==> config.mk <==
export PLATFORM = sky130hd
export DESIGN_NAME = intpol_ctrl_fsm
export DESIGN_NICKNAME = d
export VERILOG_FILES = /design/src/rtl/intpol_ctrl_fsm.sv
export SDC_FILE = /design/constraint.sdc
export NUM_CORES = 1
export LEC_CHECK = 0
export ABC_AREA = 1
export ABC_CLOCK_PERIOD_IN_PS = 1800
export CAP_MARGIN = 20
export CORE_MARGIN = 2
export CORE_UTILIZATION = 47
export CTS_CLUSTER_SIZE = 25
export DETAILED_ROUTE_END_ITERATION = 10
export PLACE_DENSITY = 0.76
export SYNTH_ARGS = -nofsm -noshare
export SYNTH_HDL_FRONTEND = slang
export SYNTH_SLANG_ARGS = --single-unit
==> constraint.sdc <==
create_clock -name clk -period 1.8 [get_ports clk]
set_input_delay 0.18 -clock clk [delete_from_list [all_inputs] [get_ports clk]]
set_output_delay 0.18 -clock clk [all_outputs]
set_load 0.02 [all_outputs]
==> src/rtl/intpol_ctrl_fsm.sv <==
// Control FSM for the order-2 streaming interpolator: sequences priming, coefficient
// calculation, per-step accumulate/emit, per-frame refetch and a FIFO-to-FIFO bypass.
module intpol_ctrl_fsm #(
    parameter int unsigned N_CH  = 2,
    parameter int unsigned CNT_W = 8,
    parameter int unsigned PRIME = 3,
    parameter int unsigned CH_W  = (N_CH > 1) ? $clog2(N_CH) : 1
) (
    input  logic             clk,
    input  logic             rstn,
    input  logic             start,
    input  logic             bypass,
    input  logic [CNT_W-1:0] factor,
    input  logic             stop,
    input  logic             in_empty,
    input  logic             out_afull,
    output logic             busy,
    output logic             rd_en,
    output logic             wr_en,
    output logic             coef_calc,
    output logic             ld_acc,
    output logic             acc_en,
    output logic             sel_mult,
    output logic [CH_W-1:0]  ch,
    output logic [CNT_W-1:0] step,
    output logic             frame_done,
    output logic             stall_empty,
    output logic             stall_afull,
    output logic             clear
);

    localparam int unsigned PRIME_TOT = PRIME * N_CH;
    localparam int unsigned PC_W      = (PRIME_TOT > 1) ? $clog2(PRIME_TOT) : 1;
    localparam int unsigned FC_W      = (N_CH > 1) ? $clog2(N_CH) : 1;

    localparam logic [CH_W-1:0] CH_LAST    = CH_W'(N_CH - 1);
    localparam logic [PC_W-1:0] PRIME_LAST = PC_W'(PRIME_TOT - 1);
    localparam logic [FC_W-1:0] FETCH_LAST = FC_W'(N_CH - 1);

    typedef enum logic [3:0] {
        S_IDLE,
        S_CLEAR,
        S_PRIME,
        S_COEF,
        S_LOAD,
        S_EMIT,
        S_DONE,
        S_FETCH,
        S_BYPASS
    } state_t;

    state_t           state, state_nx;
    logic [CNT_W-1:0] l_reg;
    logic             byp_reg;
    logic             stop_req;
    logic [PC_W-1:0]  prime_cnt, prime_nx;
    logic [FC_W-1:0]  fetch_cnt, fetch_nx;
    logic [CNT_W-1:0] step_nx;
    logic [CH_W-1:0]  ch_nx;
    logic [CH_W-1:0]  ch_wrap;
    logic             xfer;

    assign ch_wrap = (ch == CH_LAST) ? '0 : ch + CH_W'(1);
    assign xfer    = !in_empty && !out_afull;

    // State and counter register
    always_ff @(posedge clk or negedge rstn) begin
        if (!rstn) begin
            state     <= S_IDLE;
            prime_cnt <= '0;
            fetch_cnt <= '0;
            step      <= '0;
            ch        <= '0;
        end else begin
            state     <= state_nx;
            prime_cnt <= prime_nx;
            fetch_cnt <= fetch_nx;
            step      <= step_nx;
            ch        <= ch_nx;
        end
    end

    // Configuration captured on every start cycle; stop request held until the frame ends
    always_ff @(posedge clk or negedge rstn) begin
        if (!rstn) begin
            l_reg    <= CNT_W'(1);
            byp_reg  <= 1'b0;
            stop_req <= 1'b0;
        end else begin
            if (start) begin
                l_reg   <= (factor == '0) ? CNT_W'(1) : factor;
                byp_reg <= bypass;
            end
            if (state == S_IDLE || state == S_CLEAR) begin
                stop_req <= 1'b0;
            end else if (stop) begin
                stop_req <= 1'b1;
            end
        end
    end

    // Next-state, counter updates and strobe decode
    always_comb begin
        state_nx    = state;
        prime_nx    = prime_cnt;
        fetch_nx    = fetch_cnt;
        step_nx     = step;
        ch_nx       = ch;
        rd_en       = 1'b0;
        wr_en       = 1'b0;
        coef_calc   = 1'b0;
        ld_acc      = 1'b0;
        acc_en      = 1'b0;
        sel_mult    = 1'b0;
        frame_done  = 1'b0;
        stall_empty = 1'b0;
        stall_afull = 1'b0;
        clear       = start || (state == S_CLEAR);
        busy        = (state != S_IDLE) && (state != S_CLEAR);

        if (start && state != S_IDLE) begin
            // Restart wins over everything and suppresses every strobe this cycle
            state_nx = S_CLEAR;
            prime_nx = '0;
            fetch_nx = '0;
            step_nx  = '0;
            ch_nx    = '0;
        end else begin
            case (state)
                S_IDLE: begin
                    prime_nx = '0;
                    fetch_nx = '0;
                    step_nx  = '0;
                    ch_nx    = '0;
                    if (start) begin
                        state_nx = bypass ? S_BYPASS : S_PRIME;
                    end
                end
                S_CLEAR: begin
                    prime_nx = '0;
                    fetch_nx = '0;
                    step_nx  = '0;
                    ch_nx    = '0;
                    state_nx = byp_reg ? S_BYPASS : S_PRIME;
                end
                S_PRIME: begin
                    rd_en       = !in_empty;
                    stall_empty = in_empty;
                    if (!in_empty) begin
                        ch_nx = ch_wrap;
                        if (prime_cnt == PRIME_LAST) begin
                            prime_nx = '0;
                            ch_nx    = '0;
                            state_nx = S_COEF;
                        end else begin
                            prime_nx = prime_cnt + PC_W'(1);
                        end
                    end
                end
                S_COEF: begin
                    coef_calc = 1'b1;
                    state_nx  = S_LOAD;
                end
                S_LOAD: begin
                    ld_acc   = 1'b1;
                    state_nx = S_EMIT;
                end
                S_EMIT: begin
                    sel_mult = 1'b1;
                    if (out_afull) begin
                        stall_afull = 1'b1;
                    end else begin
                        wr_en = 1'b1;
                        if (step != l_reg - CNT_W'(1)) begin
                            acc_en   = 1'b1;
                            step_nx  = step + CNT_W'(1);
                            state_nx = S_LOAD;
                        end else begin
                            step_nx = '0;
                            if (ch != CH_LAST) begin
                                ch_nx    = ch + CH_W'(1);
                                state_nx = S_COEF;
                            end else begin
                                ch_nx    = '0;
                                state_nx = S_DONE;
                            end
                        end
                    end
                end
                S_DONE: begin
                    frame_done = 1'b1;
                    state_nx   = (stop_req || stop) ? S_IDLE : S_FETCH;
                end
                S_FETCH: begin
                    rd_en       = !in_empty;
                    stall_empty = in_empty;
                    if (!in_empty) begin
                        ch_nx = ch_wrap;
                        if (fetch_cnt == FETCH_LAST) begin
                            fetch_nx = '0;
                            ch_nx    = '0;
                            state_nx = S_COEF;
                        end else begin
                            fetch_nx = fetch_cnt + FC_W'(1);
                        end
                    end
                end
                S_BYPASS: begin
                    rd_en       = xfer;
                    wr_en       = xfer;
                    stall_empty = in_empty;
                    stall_afull = out_afull;
                    if (stop) begin
                        state_nx = S_IDLE;
                    end
                end
                default: begin
                    state_nx = S_IDLE;
                end
            endcase
        end
    end

endmodule

# Word-level counts from Yosys, hierarchy flattened
# Index checks and enable logic that the tools add are counted.
word_totals:
  reg_bits: 27
  latch_bits: 0
  ramBits: 0
  rom_bits: 0
  out_inout_bits: 20
  wordCells: 116
  memories: 0
classes:
  n_addsub: 5
  n_mul: 0
  div_mod_pow: 0
  magnitude_cmp: 0
  n_eq_ne: 19
  shifts: 0
  n_mux: 60
  bitwise: 0
  reduce_logical: 24
op_table:
  columns: ["operator", "count"]
  rows:
  - ["$mux W4", 10]
  - ["$pmux W4 S9", 1]
  - ["$mux W1", 32]
  - ["$mux W8", 4]
  - ["$ne A3 B3 Y1 const B", 7]
  - ["$mux W3", 6]
  - ["$eq A4 B3 Y1 const B", 4]
  - ["$pmux W8 S2", 1]
  - ["$reduce_bool A3 Y1", 3]
  - ["$add A8 B1 Y8 const B", 1]
  - ["$eq A4 B2 Y1 const B", 2]
  - ["$logic_not A8 Y1", 1]
  - ["$ne A8 B8 Y1", 1]
  - ["$pmux W1 S2", 4]
  - ["$sub A8 B1 Y8 const B", 1]
  - ["$reduce_and A7 Y1", 1]
  - ["$pmux W3 S2", 1]
  - ["$reduce_and A2 Y1", 3]
  - ["$reduce_and A5 Y1", 1]
  - ["$reduce_bool A5 Y1", 1]
  - ["$eq A4 B1 Y1 const B", 1]
  - ["$eq A4 B4 Y1 const B", 1]
  - ["$logic_not A4 Y1", 1]
  - ["$ne A4 B1 Y1 const B", 1]
  - ["other kinds (12)", 19]

# Depth between registers and ports, before layout
logic_depth:
  depth_word: 6
  depth_mapped: 14
  ltp_nobuf: 14

# Worst setup path after synthesis
# OpenSTA, ideal clock, no wires.
synth_path:
  path_kind: "register -> output"
  from: "reg l_reg[0]"
  to: "out acc_en"
  arrival_time_ns: 1.670
  required_ns: 1.620
  path_slack_ns: -0.050
  stages_incl_launch_ff: 12
  path_buffers: 0
  path_cell_list: "dfstp_2 inv_1 ha_1 nand2_1 nand2_1 nand2_1 nand2_1 nand3_1 nor2_1 nand2_1 nand2_1 nor2_1"
synth_via:
  elab_chain_cells: 6
synth_rtl:
  columns: ["element", "line", "text"]
  rows:
  - ["start: declaration", "53", "logic [CNT_W-1:0] l_reg;"]
  - ["start signal: assignment", "91", "l_reg <= (factor == '0) ? CNT_W'(1) : factor;"]
  - ["$sub A8 B1 Y8", "174", "if (step != l_reg - CNT_W'(1)) begin"]
  - ["$ne A8 B8 Y1", "174", null]
  - ["$mux W1", "174", null]
  - ["$mux W1", "170", "if (out_afull) begin"]
  - ["$mux W1", "129", "case (state)"]
  - ["$mux W1", "121", "if (start && state != S_IDLE) begin"]
  - ["end: declaration", "22", "output logic acc_en,"]
# Every way passes these cells.

# Worst setup path in the final report
# Ends and elaborated chain as after synthesis.

==> qor.yml <==
status: "finished with violations"
failed_checks: "setup timing"
crit_path_buffers_inverters: 3
timing.fmax_mhz: 484.1
synth_top_area_share_pct: 35.64
ant_nets: 0
irDropWorstVdd_mv: 1.048
grt_pass1_vias: 2076
detailedRoute.firstPassIterationCount: 4
period_minus_slack_ns: 2.066
critical_path.reg2reg.endpoint: "state[1]$_DFFE_PN0P_"
ctsHoldBuffers: 0
multi_input_area_sq_um: 1256
highest_layer: "met4"
drc: 0
most_used_dff_post_synth: "dfrtp_1"
post_route_cells_drive_above_1_share_pct: 42.19
reg2reg_from: "l_reg[0]$_DFFE_PN1P_"
placed_area_sq_um: 2669
post_synth_main_area_contributors: "dfrtp_1, nand2_1, nor2_1, inv_1, o21ai_0"
vertical_die_dimension_um: 66.32
timing_worst_slew_pin_value_ns: 0.3438
worst_hold_slack_ns: 0.2816
post_synth_most_frequent_cells: "nand2_1, nor2_1, inv_1, dfrtp_1, o21ai_0"
clkSinkCount: 27
syn_inst: 273
post-synth-top-count-cell: "nand2_1"
cts_max_level: 1
critical_path_rt_ns: 1.62
final_cell_count_no_fill: 432
synth_edf_count: 0
synthDistinctLibCells: 32
placementRows: 22
grt_remaining_overflow: 0
hpwl_um: 4051
cp-end-kind: "output port"
grt_setup_unrepaired: "true"
worst-endpoint-arrival_ns: 1.89
detail_route.wirelength_um: 6735
grt_util_all_layers_pct: 27.95
cts_root_buffer: "clkbuf_8"
cts-root-to-sink-buffers: 2
reg2reg_depth: 15
leakage_nw: 1.499
hold_path.class: "in -> async"
wl_per_cell_um: 15.59
antenna_cells_inserted: 0
setup-violations-final: 19
ys_seq_area_share_pct: 37.08
place.port_buffers: 34
grt_first_pass_wirelength_um: 9411
synth_async_sr_flop_share_pct: 100.0
worst_skew_pair.late_latency_ns: 0.27
grt_start_max_net_pins: 28
crit_path_frequent_cell: "nand2_1"
path_delay_family: "simple AND/OR/NAND/NOR gates"
finish.net_count: 402
synth.largest_area_cell: "dfrtp_1"
die_w_um: 66.32
setup_ws_ns: -0.2658
synth_seq_cells: 27
r2r_setup_slack_ns: -0.21
tritoncts.num_buffers: 3
dp_cells: 412
slowest_cp_cell: "dfstp_2"
via_per_inst: 5.442
met1_wire_length_um: 2461
crit_fanout: 3
io-pin-count: 35
number_of_antenna_violations_at_the_first_check_in_global_routing: 0
num_vias: 2351
dp_worst_setup_slack_ns: -0.4874
initial_utilization_pct: 49.49
syn2layout_area_growth_pct: 68.88
core_region_area_sq_um: 3689
cp_cell_sequence: "inv_2, ha_4, inv_2, nand2_2, nand2_1, nand2_1, nand2_1, nand3_2, nor2_2, nand2_2, nand2_4, nor2_4, buf_6"
worst_clock_skew_ns: 0.002974
syn-num-nets: 290
synth_warnings: 0
cp-start-kind: "register"
tritoncts: "done"
fillerInstances: 224
clk_pin_slew_ns: 0.09
routed-wl-met2_um: 3520
power_density_nw_per_um2: 1024
initialDrtViolationCount: 241
die-area_sq_um: 4398
wl_met3_um: 365
post_synth_instance_area_sq_um: 1826
register_area_sq_um: 679.4
final_hold_viol_count: 0
finalMaxSlewViolations: 0
timing.critical_path.slowest_cell_delay_ns: 0.55
layout.cell_area.non_filler_sq_um: 3083
slew_headroom_pct: 76.94
setup_total_negative_slack_ns: -1.433
cap_violations: 0
min_period_over_period_pct: 114.8
timing.setup.critical_path_class: "reg -> out"
syn_area_per_cell_sq_um: 6.687
gp_congestion: 0.9024
-- layout by cell type, fill, tap and decap left out, types with 3 or more instances in the layout --
cell	instances
buf_4	72
buf_6	9
clkbuf_8	3
clkdlybuf4s50_1	23
dfrtp_1	24
inv_1	24
inv_2	9
nand2_1	67
nand2_2	12
nand2_4	8
nand3_1	10
nand3_2	7
nand4_1	3
nor2_1	27
nor2_2	13
nor2_4	7
nor3_1	3
o21ai_0	12
o21ai_1	6
o21ai_2	3
xor2_1	6
-- worst register-to-register path, cell delays in order, from the launching register on --
cell and delay (ns):
dfstp_2 0.55, inv_2 0.05, ha_4 0.17, inv_2 0.06, nand2_2 0.07, nand2_1 0.06
nand2_1 0.05, nand2_1 0.08, nand3_2 0.07, nor2_2 0.12, nand2_2 0.09, buf_4 0.14
buf_6 0.11, o21ai_2 0.15, nand2_1 0.09, nand2_1 0.09
-- power by group --
group / internal, W / total, W / switching [W] / leakage (nW)
sequential: 0.000695 / 0.000795 / 0.0000996 / 0.350
clock: 0.000158 / 0.000347 / 0.000188 / 0.0228
combinational: 0.000939 / 0.00202 / 0.00108 / 1.13
total: 0.00179 / 0.00316 / 0.00137 / 1.50
-- timing repair --
action                     4_1_cts  5_1_grt
setup buffers                   29       15
pin swaps                       15       23
setup endpoints to repair       22       25
gates resized for setup         64       76
-- logic make-up (layout without fill, tap and decap cells) --
group | Yosys count | count (layout) | synth area share (%)
xor gates and xnor gates | 8 | 8 | 3.838
buffers and inverters | 38 | 149 | 7.813
adders and majority gates | 2 | 2 | 1.371
DFF | 27 | 27 | 37.08
and+or+nand+nor | 164 | 164 | 38.66
AOI/OAI and AO/OA | 34 | 34 | 11.24
-- metrics by stage --
step	total power (W)	utilization, %
after floorplan	0.001476	-
after global placement	0.002118	72.35
after detailed placement	0.002148	72.35
after CTS	0.002600	76.22
after global routing	0.003340	83.58
final	0.003158	83.58
-- metal layers --
| metal | GRT usage [%] | vias up |
|---|---|---|
| met2 | 52.88 | 95 |
| met3 | 3.066 | 39 |
| met1 | 32.90 | 1125 |
| met5 | 0 | - |
| met4 | 7.653 | 0 |
| li1 | - | 1092 |
-- layout make-up --
class / count / share of cell area, %
Clock buffer: 4 / 1.461
Tap cell: 48 / 1.948
Sequential cell: 27 / 22.04
Multi-Input combinational cell: 208 / 40.75
Timing Repair Buffer: 109 / 29.26
Inverter: 36 / 4.545
-- worst max path at each step --
stage	from	to	slack (ns)	depth (start not counted)
after global placement	l_reg[0]$_DFFE_PN1P_	acc_en	-0.38	12
after CTS	l_reg[0]$_DFFE_PN1P_	acc_en	-0.24	13
final	l_reg[0]$_DFFE_PN1P_	acc_en	-0.27	13
after detailed placement	l_reg[0]$_DFFE_PN1P_	acc_en	-0.49	12
after floorplan	l_reg[0]$_DFFE_PN1P_	step[6]$_DFFE_PN0P_	0.002	14
after global routing	l_reg[0]$_DFFE_PN1P_	acc_en	-0.32	13
Power figures use the tool's default switching activity.
